$ cat config.mk
export PLATFORM = sky130hd
export DESIGN_NAME = seg_scan_decoder
export DESIGN_NICKNAME = d
export VERILOG_FILES = /design/src/rtl/seg_pkg.sv /design/src/rtl/seg7_to_bcd.sv /design/src/rtl/seg_scan_decoder.sv
export SDC_FILE = /design/constraint.sdc
export NUM_CORES = 1
export LEC_CHECK = 0
export CORE_MARGIN = 8
export CORE_UTILIZATION = 50
export DETAILED_ROUTE_END_ITERATION = 10
export MAX_ROUTING_LAYER = met4
export PLACE_DENSITY_LB_ADDON = 0.1
export SLEW_MARGIN = 20
export SYNTH_ARGS = -nofsm -noshare
export SYNTH_HDL_FRONTEND = slang
export SYNTH_SLANG_ARGS = --single-unit
$ cat constraint.sdc
create_clock -name clk -period 2.65 [get_ports clk]
set_input_delay 0.795 -clock clk [delete_from_list [all_inputs] [get_ports clk]]
set_output_delay 0.795 -clock clk [all_outputs]
set_load 0.01 [all_outputs]
$ cat src/rtl/seg_pkg.sv
// seg_pkg: segment patterns, scan select codes, BCD markers and FSM state type
package seg_pkg;
  localparam logic [6:0] SEG_0 = 7'h3F;
  localparam logic [6:0] SEG_1 = 7'h06;
  localparam logic [6:0] SEG_2 = 7'h5B;
  localparam logic [6:0] SEG_3 = 7'h4F;
  localparam logic [6:0] SEG_4 = 7'h66;
  localparam logic [6:0] SEG_5 = 7'h6D;
  localparam logic [6:0] SEG_6 = 7'h7D;
  localparam logic [6:0] SEG_7 = 7'h07;
  localparam logic [6:0] SEG_8 = 7'h7F;
  localparam logic [6:0] SEG_9 = 7'h67;
  localparam logic [6:0] SEG_OFF = 7'h00;
  localparam logic [3:0] SEL_D1 = 4'b0111;
  localparam logic [3:0] SEL_D2 = 4'b1011;
  localparam logic [3:0] SEL_D3 = 4'b1101;
  localparam logic [3:0] SEL_D4 = 4'b1110;
  localparam logic [3:0] SEL_IDLE = 4'hF;
  localparam logic [3:0] BCD_BLANK = 4'hF;
  localparam logic [3:0] BCD_BAD = 4'hE;
  typedef enum logic {ST_SYNC, ST_RUN} state_t;
endpackage

$ cat src/rtl/seg7_to_bcd.sv
// seg7_to_bcd: combinational 7-segment pattern to BCD decode with blank/bad flags
module seg7_to_bcd
  import seg_pkg::*;
(
  input  logic [6:0] i_pat,
  output logic [3:0] o_code,
  output logic       o_blank,
  output logic       o_bad
);
  always_comb begin
    o_code = BCD_BAD;
    o_blank = 1'b0;
    o_bad = 1'b0;
    case (i_pat)
      SEG_0: o_code = 4'd0;
      SEG_1: o_code = 4'd1;
      SEG_2: o_code = 4'd2;
      SEG_3: o_code = 4'd3;
      SEG_4: o_code = 4'd4;
      SEG_5: o_code = 4'd5;
      SEG_6: o_code = 4'd6;
      SEG_7: o_code = 4'd7;
      SEG_8: o_code = 4'd8;
      SEG_9: o_code = 4'd9;
      SEG_OFF: begin
        o_code = BCD_BLANK;
        o_blank = 1'b1;
      end
      default: o_bad = 1'b1;
    endcase
  end
endmodule

$ cat src/rtl/seg_scan_decoder.sv
// seg_scan_decoder: recovers 4-digit frames from a multiplexed 7-segment scan
module seg_scan_decoder
  import seg_pkg::*;
#(
  parameter logic [15:0] MIN_DWELL = 16'd1000
) (
  input  logic        clk,
  input  logic        nRst,
  input  logic [3:0]  seg_sel,
  input  logic [7:0]  seg_dat,
  output logic [15:0] digits,
  output logic [3:0]  blank,
  output logic        frame_valid,
  output logic        code_err,
  output logic        seq_err
);
  logic [3:0] r_sel_q;
  logic [7:0] r_dat_q;
  logic [15:0] r_dwell;
  state_t r_state;
  logic [1:0] r_exp;
  logic [15:0] r_sh_dig, w_sh_dig;
  logic [3:0] r_sh_blk, w_sh_blk;
  logic w_end, w_legal, w_acc, w_ill, w_store;
  logic [1:0] w_idx, w_pos;
  logic [3:0] w_code;
  logic w_blank, w_bad, w_unused;

  seg7_to_bcd u_dec (
    .i_pat   (r_dat_q[6:0]),
    .o_code  (w_code),
    .o_blank (w_blank),
    .o_bad   (w_bad)
  );

  assign w_unused = r_dat_q[7];
  assign w_end = seg_sel != r_sel_q;
  assign w_legal = r_sel_q inside {SEL_D1, SEL_D2, SEL_D3, SEL_D4};
  assign w_idx = (r_sel_q == SEL_D2) ? 2'd1 : (r_sel_q == SEL_D3) ? 2'd2 :
                 (r_sel_q == SEL_D4) ? 2'd3 : 2'd0;
  assign w_pos = 2'd3 - w_idx;
  assign w_acc = w_end && w_legal && (r_dwell >= MIN_DWELL);
  assign w_ill = w_end && !w_legal && (r_sel_q != SEL_IDLE);
  // digit1 is always stored: it either starts a frame or restarts one
  assign w_store = w_acc && (w_idx == 2'd0 || (r_state == ST_RUN && w_idx == r_exp));

  always_comb begin
    w_sh_dig = r_sh_dig;
    w_sh_blk = r_sh_blk;
    w_sh_dig[{w_pos, 2'b00} +: 4] = w_code;
    w_sh_blk[w_pos] = w_blank;
  end

  always_ff @(posedge clk or negedge nRst) begin
    if (!nRst) begin
      r_sel_q <= SEL_IDLE;
      r_dat_q <= 8'h00;
      r_dwell <= 16'd0;
      r_state <= ST_SYNC;
      r_exp <= 2'd0;
      r_sh_dig <= 16'h0000;
      r_sh_blk <= 4'h0;
      digits <= 16'h0000;
      blank <= 4'h0;
      frame_valid <= 1'b0;
      code_err <= 1'b0;
      seq_err <= 1'b0;
    end else begin
      r_sel_q <= seg_sel;
      r_dat_q <= seg_dat;
      r_dwell <= w_end ? 16'd1 : (r_dwell >= MIN_DWELL) ? r_dwell : r_dwell + 16'd1;
      frame_valid <= 1'b0;
      seq_err <= 1'b0;
      code_err <= w_acc && w_bad;
      if (w_store) begin
        r_sh_dig <= w_sh_dig;
        r_sh_blk <= w_sh_blk;
      end
      if (w_ill) begin
        seq_err <= 1'b1;
        r_state <= ST_SYNC;
      end else if (w_acc) begin
        if (r_state == ST_SYNC) begin
          if (w_idx == 2'd0) begin
            r_state <= ST_RUN;
            r_exp <= 2'd1;
          end
        end else if (w_idx == r_exp) begin
          r_exp <= w_idx + 2'd1;
          if (w_idx == 2'd3) begin
            digits <= w_sh_dig;
            blank <= w_sh_blk;
            frame_valid <= 1'b1;
          end
        end else begin
          seq_err <= 1'b1;
          if (w_idx == 2'd0) r_exp <= 2'd1;
          else r_state <= ST_SYNC;
        end
      end
    end
  end
endmodule

==> reports/results.txt <==
Hold slack -> 0.392 ns
Post-synth EDFFs -> 0
RSZ-0062 raised after global routing -> false
Measured slew at the worst slew-check pin -> 0.707 ns
Syn-to-layout area delta -> 18.6%
Final Wtd Congestion -> 0.883
Final max-slew violation count -> 0
Layout cells sized above 1 -> 23.3%
CTS tree -> done
Distinct cells, synth -> 62
1st-pass router iterations -> 4
Setup bufs post-CTS -> 0
Mapped Avg Cell Area -> 11.7 um2
Global route total overflow -> 0
Sink Count -> 68
PD cells -> 560 mW/mm2
CTS Buf Count -> 9
# port buffers -> 35
Syn Nets -> 304
Area of the core -> 0.00664 mm2
Wirelength per Cell -> 15.3 um
Initial antenna violation count -> 0
Total die area -> 0.00962 mm2
Drt via density -> 5.53
Synth async-reset ratio -> 100%
Die W -> 98.1 um
Max-cap check violation count -> 0
Min-delay worst type -> in -> async
Diode count -> 0
CP endpoint kind -> flop
Period minus WS final -> 2.28 ns
Worst path required time -> 2.87 ns
Final critical-path share of the clock period -> 86.2%
Crit Path Class -> reg -> reg
Max Clk Rate -> 438 MHz
Dpl hpwl -> 4400 um
Syn Inst Count -> 288
Antenna Nets Post-Route -> 0
H-tree levels -> 3
Seq/Total Area, Yosys -> 50.6%
Total Routing Usage GR -> 14.5%
Synthesized flop and latch total -> 68
Static Leak -> 1.74 nW
Reg clk slew, reported paths -> 0.07 ns
Yosys warns -> 0
Most common flop cell mapped by yosys -> dfrtp_1
CP max FO -> 12
Top post-synthesis cells by area -> dfrtp_1 48%, mux2_2 8.7%, xnor2_1 3.6%
Vias in the first global route -> 2219
Share of the synthesized area in the top cell type -> 47.5%
Io pins -> 37
CTS root buffer -> clkbuf_8
Initial Utilization -> 50.7%
Largest net degree at the start of global routing -> 52
CTS Buffer Depth -> 2
Rel. slew slack -> 52.6%
Final hold vios -> 0
Final Skew -> 0.00947 ns
Critical path startpoint category -> flop
Post-route setup slack -> 0.367 ns
Post-Synthesis Cell Area -> 0.00337 mm2
Via count -> 2271
Synth area leader -> dfrtp_1
Final nets -> 342
Routed WL -> 6290 um
Die height -> 98.1 um
Clk_lat worst skew -> 0.34 ns
Resized Gates After CTS -> 0
Residual DRC count -> 0
CTS Hold Buffers Added -> 0
Cell row count -> 30
Fin Setup TNS -> 0 ns
CP arrival -> 2.50 ns
VDD IR max -> 0.361 mV
Fillers -> 519
Placement Setup Slack -> 0.00972 ns
Drt initial violations -> 126
Number of setup violations in the final report -> 0
Global-route wire length before repair -> 10900 um
Status -> finished, final reports clean
-- state kept, by name, summed over array words and instances, names as in the netlist --
register,cells
digits,16
r_dwell,16
r_sh_dig,12
r_dat_q,7
blank,4
r_sel_q,4
r_sh_blk,3
r_exp,2
code_err,1
frame_valid,1
r_state,1
seq_err,1
-- layout make-up --
class / instances / area (um2) / area share [%]
Clock buffer: 10 / 128 / 3.19
Clock inverter: 6 / 113 / 2.82
Inverter: 21 / 86.3 / 2.16
Multi-Input combinational cell: 183 / 1450 / 36.2
Sequential cell: 68 / 1710 / 42.7
Tap cell: 80 / 100 / 2.50
Timing Repair Buffer: 43 / 418 / 10.5
-- logic make-up after synthesis --
logic type | share of synthesized area [%]
compound gates | 10.7
xor+xnor | 4.16
fa+ha+maj | 0.742
buf+inv | 6.50
flops | 50.6
mux | 11.3
simple gates | 16.0
-- final timing paths --
kind	start	endpoint	slack, ns	cells after the start
hold / removal	nRst	code_err	0.39	1
max in group asynchronous	nRst	r_sh_dig[8]	1.65	2
hold reg to reg	r_sh_blk[1]	r_sh_blk[1]	0.49	1
min in group clk	r_sh_blk[1]	r_sh_blk[1]	0.49	1
setup reg to reg	r_sel_q[3]	r_sh_dig[14]	0.37	5
setup / recovery	r_sel_q[3]	r_sh_dig[14]	0.37	5
-- critical path, cell delays in order, from the launching register on --
cell and delay, ns:
dfstp_2 0.69, nand2_2 0.16, nor3b_4 0.40, o221ai_2 0.21
nor3_4 0.34, mux2_2 0.37
-- metrics by stage --
step	utilization, %	area (um2)	cells	power [mW]
final	60.2	4000	411	2.24
after global placement	56.5	3760	395	1.23
after CTS	60.2	4000	411	2.26
after global routing	60.2	4000	411	2.33
after detailed placement	56.5	3760	395	1.23
after floorplan	-	3370	288	1.18
-- layer usage --
metal  global-route usage, %  wire [um]  vias to the layer above
met5                       -          0                        -
met4                    5.28        117                        0
met3                    3.91        232                       14
met2                    21.5       2860                       52
met1                    18.6       3070                     1111
li1                        -          -                     1094
-- cell usage in the layout (no fill, tap or decap), types with 2 or more instances in the layout --
cell type	count
nor3_1	5
and3b_1	3
xor2_1	2
mux2_2	26
clkbuf_8	9
nand3_1	5
nor2_1	24
and3_1	3
mux2i_1	5
a21oi_1	12
dfstp_2	4
xnor2_1	14
a31oi_1	3
nand2b_1	3
clkinv_4	2
bufinv_16	3
nand2_1	18
inv_1	20
nor4_1	8
a211oi_4	2
o21ai_0	6
nor3b_1	2
dfrtp_1	64
nand4_1	2
clkdlybuf4s50_1	34
o221ai_2	2
ha_1	2
a211oi_1	3
buf_4	7
mux2_1	2
-- report_power, final --
group | switching, mW | internal [mW]
sequential | 0.0283 | 1.05
clock | 0.405 | 0.627
combinational | 0.0674 | 0.0567
total | 0.500 | 1.74
-- cell usage after synthesis, drive strengths merged, types with 3 or more instances --
library cell and n:
a211oi 6, a21oi 12, a31oi 3, and3 3, and3b 3, buf 14
dfrtp 64, dfstp 4, inv 21, mux2 29, mux2i 5, nand2 20
nand2b 3, nand3 6, nand4 3, nor2 24, nor3 7, nor3b 3
nor4 10, o21ai 7, xnor2 14
No activity file was read; power rests on OpenSTA's default activity.
